==> src/rtl/ft232h_bus_arbiter.sv <==
// Shares the FT232H async-FIFO data bus between the RX and TX byte engines:
// round-robin grant, bounded bursts, and idle turnaround before every owner change.
module ft232h_bus_arbiter #(
  parameter int unsigned TURN_CLK  = 2,
  parameter int unsigned MAX_BURST = 5
) (
  input  logic       i_clk,
  input  logic       i_rst,
  input  logic       i_rxf_n,
  input  logic       i_txe_n,
  input  logic       i_tx_req,
  input  logic       i_rx_busy,
  input  logic       i_tx_busy,
  input  logic       i_rx_done,
  input  logic       i_tx_done,
  output logic       o_rx_grant,
  output logic       o_tx_grant,
  output logic       o_bus_dir,
  output logic       o_busy,
  output logic [1:0] o_state
);

  localparam int unsigned BW = 8;
  localparam int unsigned TW = 4;

  typedef enum logic [1:0] {
    ST_IDLE   = 2'd0,
    ST_RX_OWN = 2'd1,
    ST_TX_OWN = 2'd2,
    ST_TURN   = 2'd3
  } state_t;

  state_t        state_q, state_d;
  logic [BW-1:0] burst_q, burst_d;
  logic [TW-1:0] turn_q, turn_d;
  logic          last_tx_q, last_tx_d;

  logic          rx_req, tx_rdy;
  logic [BW:0]   burst_inc;
  logic          burst_full;

  // State register; outputs are registered copies decoded from the next state.
  always_ff @(posedge i_clk) begin
    if (i_rst) begin
      state_q    <= ST_IDLE;
      burst_q    <= '0;
      turn_q     <= '0;
      last_tx_q  <= 1'b1;
      o_rx_grant <= 1'b0;
      o_tx_grant <= 1'b0;
      o_bus_dir  <= 1'b0;
      o_busy     <= 1'b0;
      o_state    <= 2'd0;
    end else begin
      state_q    <= state_d;
      burst_q    <= burst_d;
      turn_q     <= turn_d;
      last_tx_q  <= last_tx_d;
      o_rx_grant <= (state_d == ST_RX_OWN);
      o_tx_grant <= (state_d == ST_TX_OWN);
      o_bus_dir  <= (state_d == ST_TX_OWN);
      o_busy     <= (state_d != ST_IDLE);
      o_state    <= state_d;
    end
  end

  // Next-state logic. A done pulse is folded into the count before the release test.
  always_comb begin
    state_d    = state_q;
    burst_d    = burst_q;
    turn_d     = turn_q;
    last_tx_d  = last_tx_q;
    burst_inc  = {1'b0, burst_q};
    burst_full = 1'b0;
    rx_req     = !i_rxf_n;
    tx_rdy     = i_tx_req & !i_txe_n;

    case (state_q)
      ST_IDLE: begin
        burst_d = '0;
        if (rx_req && tx_rdy) begin
          state_d = last_tx_q ? ST_RX_OWN : ST_TX_OWN;
        end else if (rx_req) begin
          state_d = ST_RX_OWN;
        end else if (tx_rdy) begin
          state_d = ST_TX_OWN;
        end
      end

      ST_RX_OWN: begin
        burst_inc  = {1'b0, burst_q} + (BW+1)'(i_rx_done);
        burst_full = (burst_inc >= (BW+1)'(MAX_BURST));
        if (!i_rx_busy && (i_rxf_n || (burst_full && tx_rdy))) begin
          state_d   = ST_TURN;
          last_tx_d = 1'b0;
          burst_d   = '0;
          turn_d    = '0;
        end else if (burst_full) begin
          // Hold at the limit while the other side waits on a strobe; wrap otherwise.
          burst_d = tx_rdy ? BW'(MAX_BURST) : '0;
        end else begin
          burst_d = burst_inc[BW-1:0];
        end
      end

      ST_TX_OWN: begin
        burst_inc  = {1'b0, burst_q} + (BW+1)'(i_tx_done);
        burst_full = (burst_inc >= (BW+1)'(MAX_BURST));
        if (!i_tx_busy && (!tx_rdy || (burst_full && rx_req))) begin
          state_d   = ST_TURN;
          last_tx_d = 1'b1;
          burst_d   = '0;
          turn_d    = '0;
        end else if (burst_full) begin
          burst_d = rx_req ? BW'(MAX_BURST) : '0;
        end else begin
          burst_d = burst_inc[BW-1:0];
        end
      end

      ST_TURN: begin
        if (turn_q == TW'(TURN_CLK - 1)) begin
          state_d = ST_IDLE;
          turn_d  = '0;
        end else begin
          turn_d = turn_q + TW'(1);
        end
      end

      default: state_d = ST_IDLE;
    endcase
  end

endmodule

==> config.mk <==
export PLATFORM = sky130hd
export DESIGN_NAME = ft232h_bus_arbiter
export DESIGN_NICKNAME = d
export VERILOG_FILES = /design/src/rtl/ft232h_bus_arbiter.sv
export SDC_FILE = /design/constraint.sdc
export NUM_CORES = 1
export LEC_CHECK = 0
export BUFFER_PORTS_ARGS = -buffer_cell sky130_fd_sc_hd__buf_2
export CAP_MARGIN = 20
export CORE_ASPECT_RATIO = 1.5
export CORE_MARGIN = 3
export CORE_UTILIZATION = 45
export CTS_BUF_LIST = sky130_fd_sc_hd__clkbuf_4 sky130_fd_sc_hd__clkbuf_8
export CTS_CLUSTER_SIZE = 20
export DETAILED_ROUTE_END_ITERATION = 12
export PLACE_DENSITY = 0.7
export SLEW_MARGIN = 0
export SYNTH_ARGS = -nofsm -noshare
export SYNTH_HDL_FRONTEND = slang
export SYNTH_SLANG_ARGS = --single-unit
==> constraint.sdc <==
create_clock -name i_clk -period 6.75 [get_ports i_clk]
set_clock_uncertainty 0.15 [all_clocks]
set_input_delay 0 -clock i_clk [delete_from_list [all_inputs] [get_ports i_clk]]
set_output_delay 0 -clock i_clk [all_outputs]
set_load 0.01 [all_outputs]
Word-level counts from Yosys, hierarchy flattened
Index checks and enable logic that the tools add are counted.
{"block": "totals", "ff_bits": 18, "in_bits": 9, "output_inout_bits": 6, "word_cells": 62}
{"block": "classes", "n_addsub": 3, "n_lt_le_gt_ge": 2, "eq_ne": 8, "mux": 22, "n_bitwise": 1, "n_reduce_logical": 19}
{"op": "two-way mux 8 bit", "n": 4}
{"op": "case mux 8 bit (3 select lines)", "n": 1}
{"op": "adder 8 x 1 -> 9 bit", "n": 2}
{"op": "greater-or-equal comparator 9 x 3 -> 1 bit, second input constant", "n": 2}
{"op": "two-way mux 2 bit", "n": 7}
{"op": "two-way mux 4 bit", "n": 3}
{"op": "case mux 4 bit (3 select lines)", "n": 1}
{"op": "case mux 2 bit (4 select lines)", "n": 1}
{"op": "== test 2 bit, second input constant", "n": 3}
{"op": "two-way mux 3 bit", "n": 2}
{"op": "AND reduction 3 bit", "n": 2}
{"op": "nonzero test 3 bit", "n": 2}
{"op": "logical AND 1 bit", "n": 5}
{"op": "zero test 1 bit", "n": 5}
{"op": "adder 4 x 1 -> 4 bit, second input constant", "n": 1}
{"op": "== test 2 x 1 -> 1 bit, second input constant", "n": 2}
{"op": "== test 4 x 1 -> 1 bit, second input constant", "n": 1}
{"op": "inequality test 2 bit, second input constant", "n": 2}
{"op": "nonzero test 2 bit", "n": 2}
{"op": "zero test 2 bit", "n": 1}
{"op": "logical OR 1 bit", "n": 2}
{"op": "two-way mux 1 bit", "n": 2}
{"op": "case mux 1 bit (2 select lines)", "n": 1}
{"op": "bitwise AND 1 bit", "n": 1}

Depth between registers and ports, before layout
{"block": "depth", "word_depth": 8, "mapped_depth": 8}

Worst setup path after synthesis
OpenSTA, ideal clock, no wires.
{"block": "synth_timing", "path_kind": "register to register", "from": "register burst_q[0]", "to": "register turn_q[0]", "setup_time_ps": 121, "t_arrival_ps": 2341, "required_ps": 6479, "setup_slack_ps": 4138, "path_stages_with_launch": 9, "synth_period_minus_slack_ps": 2612, "path_cell_list": "dfxtp_1 -> ha_1 -> ha_1 -> or2_2 -> a211o_1 -> a21o_1 -> a21oi_1 -> a211o_1 -> mux2_4"}
{"block": "synth_between", "elab_chain_cells": 7, "elab_cells_between_ends": 13}
{"item": "start, declared", "line_no": "34", "rtl": "logic [BW-1:0] burst_q, burst_d;"}
{"item": "start signal, assigned", "line_no": "56", "rtl": "burst_q <= burst_d;"}
{"item": "adder 8 x 1 -> 9 bit (on tied branches)", "line_no": "107, 91"}
{"item": "greater-or-equal comparator 9 x 3 -> 1 bit (on tied branches)", "line_no": "108, 92"}
{"item": "logical AND 1 bit (on tied branches)", "line_no": "109, 93"}
{"item": "logical OR 1 bit (on tied branches)", "line_no": "109, 93"}
{"item": "logical AND 1 bit (on tied branches)", "line_no": "109, 93"}
{"item": "inequality test 2 bit (no line)"}
{"item": "AND reduction 3 bit (no line) (*)"}
{"item": "end signal, assigned", "line_no": "57", "rtl": "turn_q <= turn_d;"}
{"item": "end, declared", "line_no": "35", "rtl": "logic [TW-1:0] turn_q, turn_d;"}
Every way passes the cells marked *; elsewhere a longest branch is shown, timed or not.
A chain may end at the register's enable or synchronous reset.

Worst setup path in the final report
{"block": "layout_timing", "from": "register burst_q[0]", "to": "register turn_q[1]"}
The elaborated chain is that of the path after synthesis.

==> impl_metrics.yaml <==
synthesis:
  ys_async_sr_fraction: 0
  synth.most_common_cell: "dfxtp_1"
  synth_edf_count: 0
  netlist.area_leader.share: 0.2759
  synth_area_leader_cell: "dfxtp_1"
  synth_warnings: 0
  yosysUniqueCellTypes: 46
  seq_area_frac_synth: 0.2759
  ys.flop_type: "dfxtp_1"
  avgSynthCellArea_um2: 8.267
  synth_area_leaders: "dfxtp_1, ha_1, and2_1, mux2i_1, nor2b_1"
  synth_cells: 158
  netlist_area_um2: 1306
  ys_ff_latch: 18
  synth_nets: 178
  yosys-top-cells-count: "dfxtp_1, nor2_1, ha_1, inv_1, nand2_1"
worst_setup_path:
  crit_path_max_incr_delay_ns: 0.33
  r2r-start: "burst_q[0]$_SDFFE_PP0P_"
  path_max_fanout: 5
  r2r_setup_slack_ns: 3.95
  crit_slowest_cell: "dfxtp_1"
  crit_chain: "ha_1 > ha_1 > or2_2 > a211o_1 > a21o_1 > a21oi_1 > a211o_1 > mux2_4"
  critPathRequiredTime_ns: 6.74
  cp_data_arrival_time_ns: 2.80
  end_kind: "register"
  critPathKind: "register to register"
  start_kind: "register"
  crit_start: "burst_q[0]$_SDFFE_PP0P_"
cells_and_area:
  n_fill_cell: 268
  drive_above_1_share: 0.1279
  n_antenna_cell: 0
  ff_latch_area_um2: 360.3
  multi_input_area_um2: 878.3
  syn2layout_area_growth_pct: 12.83
  nets: 193
  postLayoutCoreUtil: 0.5391
  finalInstanceArea_um2: 1474
clock_network:
  cts_buffer_depth: 2
  cts_setup_buffers: 0
  clk_latency_ns: 0.26
  clkSinkCount: 18
  cts_resized: 0
  h-tree-depth: 1
  cts_made_buffers: 3
  cts_tree: "done"
  cts_root_buf: "clkbuf_8"
  holdBufCountCts: 3
  clk_pin_slew_ns: 0.08
timing:
  worst_slack_ns: 3.947
  finalHoldViolCount: 0
  rsz0062_at_grt: "no"
  finalSetupTns_ns: 0
  tightest_slew_ns: 0.6590
  fmax_ghz: 0.3567
  min_period_over_period: 0.4153
  relSlewSlack: 0.5569
  setup_viol: 0
  final_max_slew_viol_count: 0
  min_period_ns: 2.803
routing:
  remaining_drc_errors: 0
  drtPass1Iterations: 4
  vias: 1206
  wl_per_cell_um: 14.49
  wl_um: 3029
  viasPerCell: 5.770
  drtAntennaViolNets: 0
  drt_iter0_drc: 42
placement:
  hpwl_um: 2372
  gp_congestion: 0.9199
  port_buffers: 14
  postPlaceCellArea_um2: 1389
  dp_slack_ns: 3.966
floorplan:
  ios: 15
  dieHeight_um: 71.99
  rows: 23
  die_x_um: 49.99
  start_util: 0.4778
  core_um2: 2734
  die-area_um2: 3599
pwr:
  powerDensity_nw_per_um2: 277.6
  max-vdd-ir-drop_uv: 141.4
  leakage_nw: 0.6435
worst_hold_path:
  hp-start: "i_rxf_n"
  min_path_type: "primary input to register"
grt:
  grt.overflow.total: 0
  grt_antenna_before_repair: 0
  grt_pass1_vias: 1121
  grt_pass1_wl_um: 5002
  grt_start_max_net_pins: 16
  track_usage: 0.1733
run:
  maxCapViolations: 0
outcome:
  outcome: "complete, no violations"
==> stage by stage <==
stage | std cells | hold slack [ns] | power (mW)
2_1_floorplan | 158 | 0.02742 | 0.2687
3_3_place_gp | 202 | 0.1900 | 0.3123
3_5_place_dp | 202 | 0.2155 | 0.3197
4_1_cts | 209 | 0.06225 | 0.4084
5_1_grt | 209 | 0.1198 | 0.4347
6_report | 209 | 0.06241 | 0.4092
==> critical path, delay by kind of cell, from the launching register on <==
family | cells | cell delay (ns)
mux | 1 | 0.31
simple gates | 1 | 0.29
compound gates | 4 | 1.08
fa+ha+maj | 2 | 0.52
flops | 1 | 0.33
==> layout make-up <==
cell class,count,area share
Timing Repair Buffer,17,0.06791
Clock buffer,4,0.03735
Multi-Input combinational cell,124,0.5959
Sequential cell,18,0.2445
Inverter,9,0.02292
Tap cell,37,0.03141
==> report_power, final <==
part           internal (mW)  leakage (nW)  switching (mW)  total [mW]
sequential             0.122         0.146          0.0158       0.138
clock                 0.0519        0.0288          0.0384      0.0903
combinational         0.0735         0.469           0.107       0.181
total                  0.248         0.644           0.162       0.409
==> metal layers <==
| layer | GRT usage | wire, µm |
|---|---|---|
| met2 | 0.3343 | 1688 |
| met1 | 0.1865 | 1217 |
| met3 | 0.01848 | 74 |
| met5 | 0 | 0 |
| met4 | 0.06769 | 48 |
==> final timing paths <==
| kind | cells after the start | endpoint |
|---|---|---|
| setup reg to reg | 8 | turn_q[1]$_SDFFE_PP0P_ |
| setup / recovery | 8 | turn_q[1]$_SDFFE_PP0P_ |
| hold / removal | 4 | burst_q[2]$_SDFFE_PP0P_ |
| hold reg to reg | 1 | burst_q[6]$_SDFFE_PP0P_ |
==> state kept, by name, indices dropped and copies added, names as in the netlist <==
signal	count
burst_q	8
turn_q	4
state_q	2
last_tx_q	1
o_bus_dir	1
o_busy	1
o_rx_grant	1
==> cells in the final DEF, fill, tap and decap left out, types with 4 or more instances in the layout <==
cell type	n
clkbuf_8	4
mux2i_1	5
nor3_1	4
ha_1	11
buf_2	14
o21ai_0	7
nor2_1	13
a21oi_1	4
dfxtp_1	18
nor2b_1	8
nand2b_1	4
and2_1	8
nand2_1	9
inv_1	9
nand3_1	4
==> cells by family after synthesis <==
| family | after synthesis | share of synthesized area |
|---|---|---|
| simple gates | 64 | 0.2634 |
| compound gates | 39 | 0.2222 |
| flops | 18 | 0.2759 |
| buf+inv | 16 | 0.05172 |
| fa+ha+maj | 11 | 0.1054 |
| mux | 7 | 0.06131 |
| xor+xnor | 3 | 0.02012 |
(Power assumes the default switching activity.)
